===== src/rtl/mean_window_monitor.sv =====
// mean_window_monitor
//
// Watches the done/mean output of the mean-computation unit. Every rising
// edge of done captures one mean sample into a circular window of the last
// 2^DEPTH_LOG2 results. The block publishes the windowed moving average,
// the number of samples held, and a sticky alarm for averages above THRESH.
//
// Optional feature, macro MEAN_WINDOW_MINMAX_EN: when defined, min_mean and
// max_mean track the smallest and largest accepted sample since the last
// reset/clear. When undefined, those registers are not built and both
// outputs are tied to 0.
//
// Ports:
//   clk        system clock, all state changes on the rising edge
//   rst        asynchronous active-low reset
//   done       completion flag from the mean unit (pulse or held level)
//   mean       mean result, qualified by done
//   clear      synchronous flush of window, count, alarm and min/max
//   avg        window sum >> DEPTH_LOG2 (truncating)
//   avg_valid  one-cycle pulse when avg updates from a full window
//   count      samples in the window, saturating at 2^DEPTH_LOG2
//   alarm      sticky, set when a valid updated avg exceeds THRESH
//   min_mean   smallest accepted sample (0 when the feature is off)
//   max_mean   largest accepted sample (0 when the feature is off)
//   phase      debug view of the fill state: 0 EMPTY, 1 FILLING, 2 FULL
//
// Handshake: done/mean carry no ready; the monitor is always able to take a
// sample. A sample is accepted on the clock edge where done=1 and the
// registered done_d=0, so a done held high for many cycles yields exactly
// one sample, and mean is only looked at on that edge.

module mean_window_monitor #(
  parameter int WIDTH      = 8,
  parameter int DEPTH_LOG2 = 2,
  parameter int THRESH     = 200
) (
  input  logic                  clk,
  input  logic                  rst,
  input  logic                  done,
  input  logic [WIDTH-1:0]      mean,
  input  logic                  clear,
  output logic [WIDTH-1:0]      avg,
  output logic                  avg_valid,
  output logic [DEPTH_LOG2:0]   count,
  output logic                  alarm,
  output logic [WIDTH-1:0]      min_mean,
  output logic [WIDTH-1:0]      max_mean,
  output logic [1:0]            phase
);

  localparam int DEPTH = 1 << DEPTH_LOG2;
  localparam int SW    = WIDTH + DEPTH_LOG2;

  localparam logic [DEPTH_LOG2:0] FULL_CNT = {1'b1, {DEPTH_LOG2{1'b0}}};
  localparam logic [DEPTH_LOG2:0] LAST_CNT = FULL_CNT - 1'b1;
  localparam logic [WIDTH-1:0]    THRESH_W = WIDTH'(THRESH);

  typedef enum logic [1:0] {
    PH_EMPTY   = 2'd0,
    PH_FILLING = 2'd1,
    PH_FULL    = 2'd2
  } phase_t;

  logic [WIDTH-1:0]      win_mem [DEPTH];
  logic [DEPTH_LOG2-1:0] wptr;
  logic [SW-1:0]         sum;
  logic                  done_d;
  logic                  stage2;
  logic                  accept;
  logic                  full;
  logic [SW-1:0]         sum_next;
  logic [WIDTH-1:0]      avg_next;
  phase_t                state;
  phase_t                state_next;

  assign accept = done & ~done_d;
  assign full   = (count == FULL_CNT);

  // The slot being overwritten is always part of sum (empty slots hold 0),
  // so the subtraction never underflows and SW bits cannot overflow.
  assign sum_next = sum + SW'(mean) - SW'(win_mem[wptr]);
  assign avg_next = sum[SW-1:DEPTH_LOG2];

  // Stage 1 (accept edge) updates the window; stage 2 (next edge) publishes
  // the average of the sum stage 1 produced. A new accept may land on the
  // stage-2 edge: stage 2 then reads the sum/count from the previous accept
  // while stage 1 updates them underneath.
  always_ff @(posedge clk or negedge rst) begin
    if (!rst) begin
      for (int i = 0; i < DEPTH; i++) win_mem[i] <= '0;
      wptr      <= '0;
      sum       <= '0;
      count     <= '0;
      avg       <= '0;
      avg_valid <= 1'b0;
      alarm     <= 1'b0;
      done_d    <= 1'b0;
      stage2    <= 1'b0;
    end else begin
      // done_d tracks done even during clear so a held done cannot re-fire.
      done_d <= done;
      if (clear) begin
        for (int i = 0; i < DEPTH; i++) win_mem[i] <= '0;
        wptr      <= '0;
        sum       <= '0;
        count     <= '0;
        alarm     <= 1'b0;
        avg_valid <= 1'b0;
        stage2    <= 1'b0;
        // avg deliberately keeps its last value.
      end else begin
        stage2    <= accept;
        avg_valid <= stage2 && full;
        if (accept) begin
          win_mem[wptr] <= mean;
          sum           <= sum_next;
          wptr          <= wptr + 1'b1;
          if (!full) count <= count + 1'b1;
        end
        if (stage2) begin
          avg <= avg_next;
          if (full && (avg_next > THRESH_W)) alarm <= 1'b1;
        end
      end
    end
  end

  // Fill-phase tracker, kept in step with count.
  always_ff @(posedge clk or negedge rst) begin
    if (!rst) state <= PH_EMPTY;
    else      state <= state_next;
  end

  always_comb begin
    state_next = state;
    if (clear) begin
      state_next = PH_EMPTY;
    end else if (accept) begin
      case (state)
        PH_EMPTY:   state_next = (count == LAST_CNT) ? PH_FULL : PH_FILLING;
        PH_FILLING: state_next = (count == LAST_CNT) ? PH_FULL : PH_FILLING;
        PH_FULL:    state_next = PH_FULL;
        default:    state_next = PH_EMPTY;
      endcase
    end
  end

  assign phase = state;

`ifdef MEAN_WINDOW_MINMAX_EN
  // count==0 marks the first accept after reset/clear: load both extremes.
  always_ff @(posedge clk or negedge rst) begin
    if (!rst) begin
      min_mean <= '0;
      max_mean <= '0;
    end else if (clear) begin
      min_mean <= '0;
      max_mean <= '0;
    end else if (accept) begin
      if (count == '0) begin
        min_mean <= mean;
        max_mean <= mean;
      end else begin
        if (mean < min_mean) min_mean <= mean;
        if (mean > max_mean) max_mean <= mean;
      end
    end
  end
`else
  assign min_mean = '0;
  assign max_mean = '0;
`endif

endmodule


===== config.mk =====
export PLATFORM = sky130hd
export DESIGN_NAME = mean_window_monitor
export DESIGN_NICKNAME = d
export VERILOG_FILES = /design/src/rtl/mean_window_monitor.sv
export SDC_FILE = /design/constraint.sdc
export NUM_CORES = 1
export LEC_CHECK = 0
export BUFFER_PORTS_ARGS = -buffer_cell sky130_fd_sc_hd__buf_2
export CORE_MARGIN = 1.5
export CORE_UTILIZATION = 58
export DETAILED_ROUTE_END_ITERATION = 6
export HOLD_SLACK_MARGIN = 0.12
export PLACE_DENSITY_LB_ADDON = 0.08
export SYNTH_ARGS = -nofsm -noshare
export SYNTH_HDL_FRONTEND = slang
export SYNTH_SLANG_ARGS = --single-unit

===== constraint.sdc =====
create_clock -name clk -period 3.6 [get_ports clk]
set_input_delay 0.54 -clock clk [delete_from_list [all_inputs] [get_ports clk]]
set_output_delay 0.54 -clock clk [all_outputs]
set_load 0.02 [all_outputs]

==> summary.md <==
| Metric | Value |
|---|---|
| Critical path endpoint category | flip-flop |
| Final Hold Viols | 0 |
| Total Nets Final | 446 |
| DR top layer | met4 |
| Logic pwr share | 0.258 |
| Post-CTS sizing | 0 |
| Wire length on met3 | 381 µm |
| Die Outline Area | 6585 µm² |
| Pwr/cell area | 495.8 nW/µm² |
| CTS Sinks | 61 |
| Largest net degree at the start of global routing | 55 |
| Worst-path clk slew | 0.07 ns |
| Final min period | 3.128 ns |
| Synth-to-Final Area Change | 9.361% |
| VDD IR-drop max | 0.3142 mV |
| Top Ports | 43 |
| #FFs+latches synth | 61 |
| Total power | 1.921 mW |
| Root Driver | clkbuf_8 |
| RSZ-0062 raised after global routing | no |
| TritonCTS clock tree | built |
| Routed wl met2 | 3600 µm |
| Clock power share | 0.347 |
| Relative slew slack | 0.3847 |
| Post-Syn Area per Cell | 9.153 µm² |
| Initial core utilization | 0.5983 |
| Accumulated negative setup slack | 0 ns |
| DPL Wire Length | 5304 µm |
| IO buf count | 26 |
| Multi-input logic area | 1723 µm² |
| Fill count | 502 |
| GR Overflow Total | 0 |
| Status | finished clean |
| Final WL | 7430 µm |
| Die width | 81.15 µm |
| # DRC | 0 |
| Mapped Area | 3542 µm² |
| Vias in the first global route | 2593 |
| Total of max-cap violations | 0 |
| Ant. Diodes | 0 |
| Post-route clock period utilization | 0.8690 |
| Worst slew pin tran | 0.9229 ns |
| Switching Share | 0.3263 |
| Register Area | 1526 µm² |
| DR vias | 2729 |
| Initial antenna violation count | 0 |
| WP data required | 3.80 ns |
| Ys Warns | 0 |
| DR pass1 iterations | 4 |
| Clk_skew | 0.01228 ns |
| Worst path max stage delay | 0.53 ns |
| DR vias/cell | 5.604 |
| Startpoint Class | flip-flop |
| LEAKAGE | 1.838 nW |
| Worst hold path type | in2async |
| Hold_buf cts | 0 |
| Worst path slowest cell | mux4_2 |
| First-pass GRT wire length | 12550 µm |
| Net Switching | 0.6267 mW |
| Yosys cell types | 39 |
| Cell Int Power | 1.294 mW |
| Cells along the critical path | buf_4, mux4_2, fa_1, inv_1, ha_1, a21oi_1, nand2_1, o21ai_0, mux2i_1, o31ai_1 |
| Flop pwr share | 0.395 |
| H-tree level count | 3 |
| Slew Limit Fails | 0 |
| Die Ht | 81.15 µm |
| Row count | 28 |
| Worst skew pair latency | 0.35 ns |
| Routed Antenna Nets | 0 |
| Crit Path Category | reg2reg |
| Setup Fix Bufs, Post-CTS | 0 |
| Final Wtd Congestion | 0.8408 |
| Routed length per instance | 15.26 µm |
| Synth Instances | 387 |
| First DRT Iteration DRCs | 165 |
| Maximum fanout along the worst path | 10 |
| M1 WL | 3328 µm |
| Reg2reg path depth | 10 |
| F_max | 319.7 MHz |
| Share of layout cells above drive strength 1 | 0.1456 |
| GRT Util Overall | 0.2565 |
| Setup-failing EPs final | 0 |
| Crit path DAT | 3.33 ns |
| CTS Buf Count | 9 |
| Max Root-Sink Buffers | 2 |
| Seq/Total Area, Yosys | 0.4309 |
| Core area | 5921 µm² |
## registers in the layout, indices dropped and copies added (netlist names)
name and count:
win_mem 32, stage2 1, phase 2, wptr 2
sum 10, alarm 1, avg 8, avg_valid 1
count 3, done_d 1
## path summary, 6_finish.rpt
kind | from | endpoint | slack [ns]
min | rst | avg_valid | 0.33
max reg2reg | wptr[0] | sum[7] | 0.47
min reg2reg | avg[4] | avg[4] | 0.47
min in group clk | done | done_d | 0.34
max in group asynchronous | rst | wptr[1] | 2.43
max | wptr[0] | sum[7] | 0.47
## metal layers
| layer | up-vias | track usage |
|---|---|---|
| met2 | 75 | 0.4133 |
| li1 | 1317 | - |
| met1 | 1326 | 0.3338 |
| met4 | 0 | 0.08103 |
| met5 | - | 0 |
| met3 | 11 | 0.07528 |
## synth_stat cells
library cell,instances,area [µm²]
or4_1,1,7.510
buf_1,1,3.750
o31ai_1,2,15.01
o211ai_1,1,7.510
mux4_2,8,180.2
nor3_1,5,25.02
a32oi_1,2,17.52
nand2_1,61,229.0
a32o_1,1,10.01
a211oi_1,5,37.54
nor2_2,1,6.260
a211oi_2,1,12.51
o21ai_1,1,5.000
ha_1,18,225.2
nor4_1,2,12.51
inv_1,40,150.1
a21o_2,1,8.760
xnor2_1,2,17.52
o31a_1,1,8.760
o21ai_0,13,65.06
a21oi_1,45,225.2
dfrtp_1,61,1526
a31oi_1,3,18.77
xor2_1,1,8.760
buf_4,16,120.1
and3_1,2,12.51
clkbuf_1,10,37.54
fa_1,8,160.2
nand2b_1,2,12.51
a21o_1,2,15.01
nand3_1,38,190.2
nor2b_1,1,6.260
nor4b_1,1,8.760
conb_1,1,3.750
buf_2,9,45.04
o21ai_2,1,8.760
mux2_2,1,11.26
nor2_1,15,56.30
mux2i_1,3,30.03
## worst max-delay path: cells and delay by family, from the launching register on
| family | cells | cell delay, ns |
|---|---|---|
| fa+ha+maj | 2 | 0.84 |
| mux | 2 | 0.74 |
| compound gates | 3 | 0.62 |
| flops | 1 | 0.41 |
| buf+inv | 2 | 0.29 |
| simple gates | 1 | 0.08 |
## power by group through the flow
stage	Clock [mW]	Combinational, mW	Sequential (mW)
finish	0.667	0.495	0.758
global route	0.715	0.568	0.765
CTS	0.680	0.496	0.759
detailed placement	0	0.494	0.772
global placement	0	0.483	0.769
floorplan	0	0.357	0.789
## cell type report
class | count | share of cell area
Inverter | 40 | 0.03876
Clock inverter | 6 | 0.02293
Tap cell | 75 | 0.02422
Sequential cell | 61 | 0.3941
Clock buffer | 9 | 0.03198
Timing Repair Buffer | 31 | 0.04328
Multi-Input combinational cell | 265 | 0.4448
## cells in the final DEF (no fill, tap or decap), drive strengths merged
master    netlist  routed
mux2i           3       3
clkinvlp        0       2
a32o            1       1
mux4            8       8
clkbuf         10       9
fa              8       8
a211oi          6       6
ha             18      18
a32oi           2       2
xor2            1       1
o21ai          15      15
nor3            5       5
a21oi          45      45
buf            26      31
a31oi           3       3
and3            2       2
o31a            1       1
nor4            2       2
nand3          38      38
clkinv          0       2
a21o            3       3
xnor2           2       2
nand2b          2       2
nor2b           1       1
nor4b           1       1
o211ai          1       1
conb            1      16
or4             1       1
nor2           16      16
bufinv          0       2
dfrtp          61      61
nand2          61      61
mux2            1       1
o31ai           2       2
inv            40      40
## metrics by stage
| stage | util | hold slack (ns) | instances | cell area (µm²) | worst slack [ns] |
|---|---|---|---|---|---|
| after global routing | 0.6543 | 0.3222 | 487 | 3874 | 0.1447 |
| final | 0.6543 | 0.3270 | 487 | 3874 | 0.4717 |
| after detailed placement | 0.6183 | 0.4651 | 472 | 3661 | 0.5275 |
| after CTS | 0.6543 | 0.3290 | 487 | 3874 | 0.4920 |
| after global placement | 0.6183 | 0.4560 | 472 | 3661 | 0.5888 |
| after floorplan | - | 0.2444 | 402 | 3598 | 0.5054 |
## cells by family after synthesis
kind of cell / after synthesis / synth area share
AND/OR/NAND/NOR: 129 / 0.1600
AO/OA/AOI/OAI: 79 / 0.1286
buffers and inverters: 76 / 0.1007
flip-flops: 61 / 0.4309
adder cells (fa/ha/maj): 26 / 0.1088
multiplexers: 12 / 0.06252
XOR/XNOR: 3 / 0.007419
other: 1 / 0.001059
(Power assumes the default switching activity.)
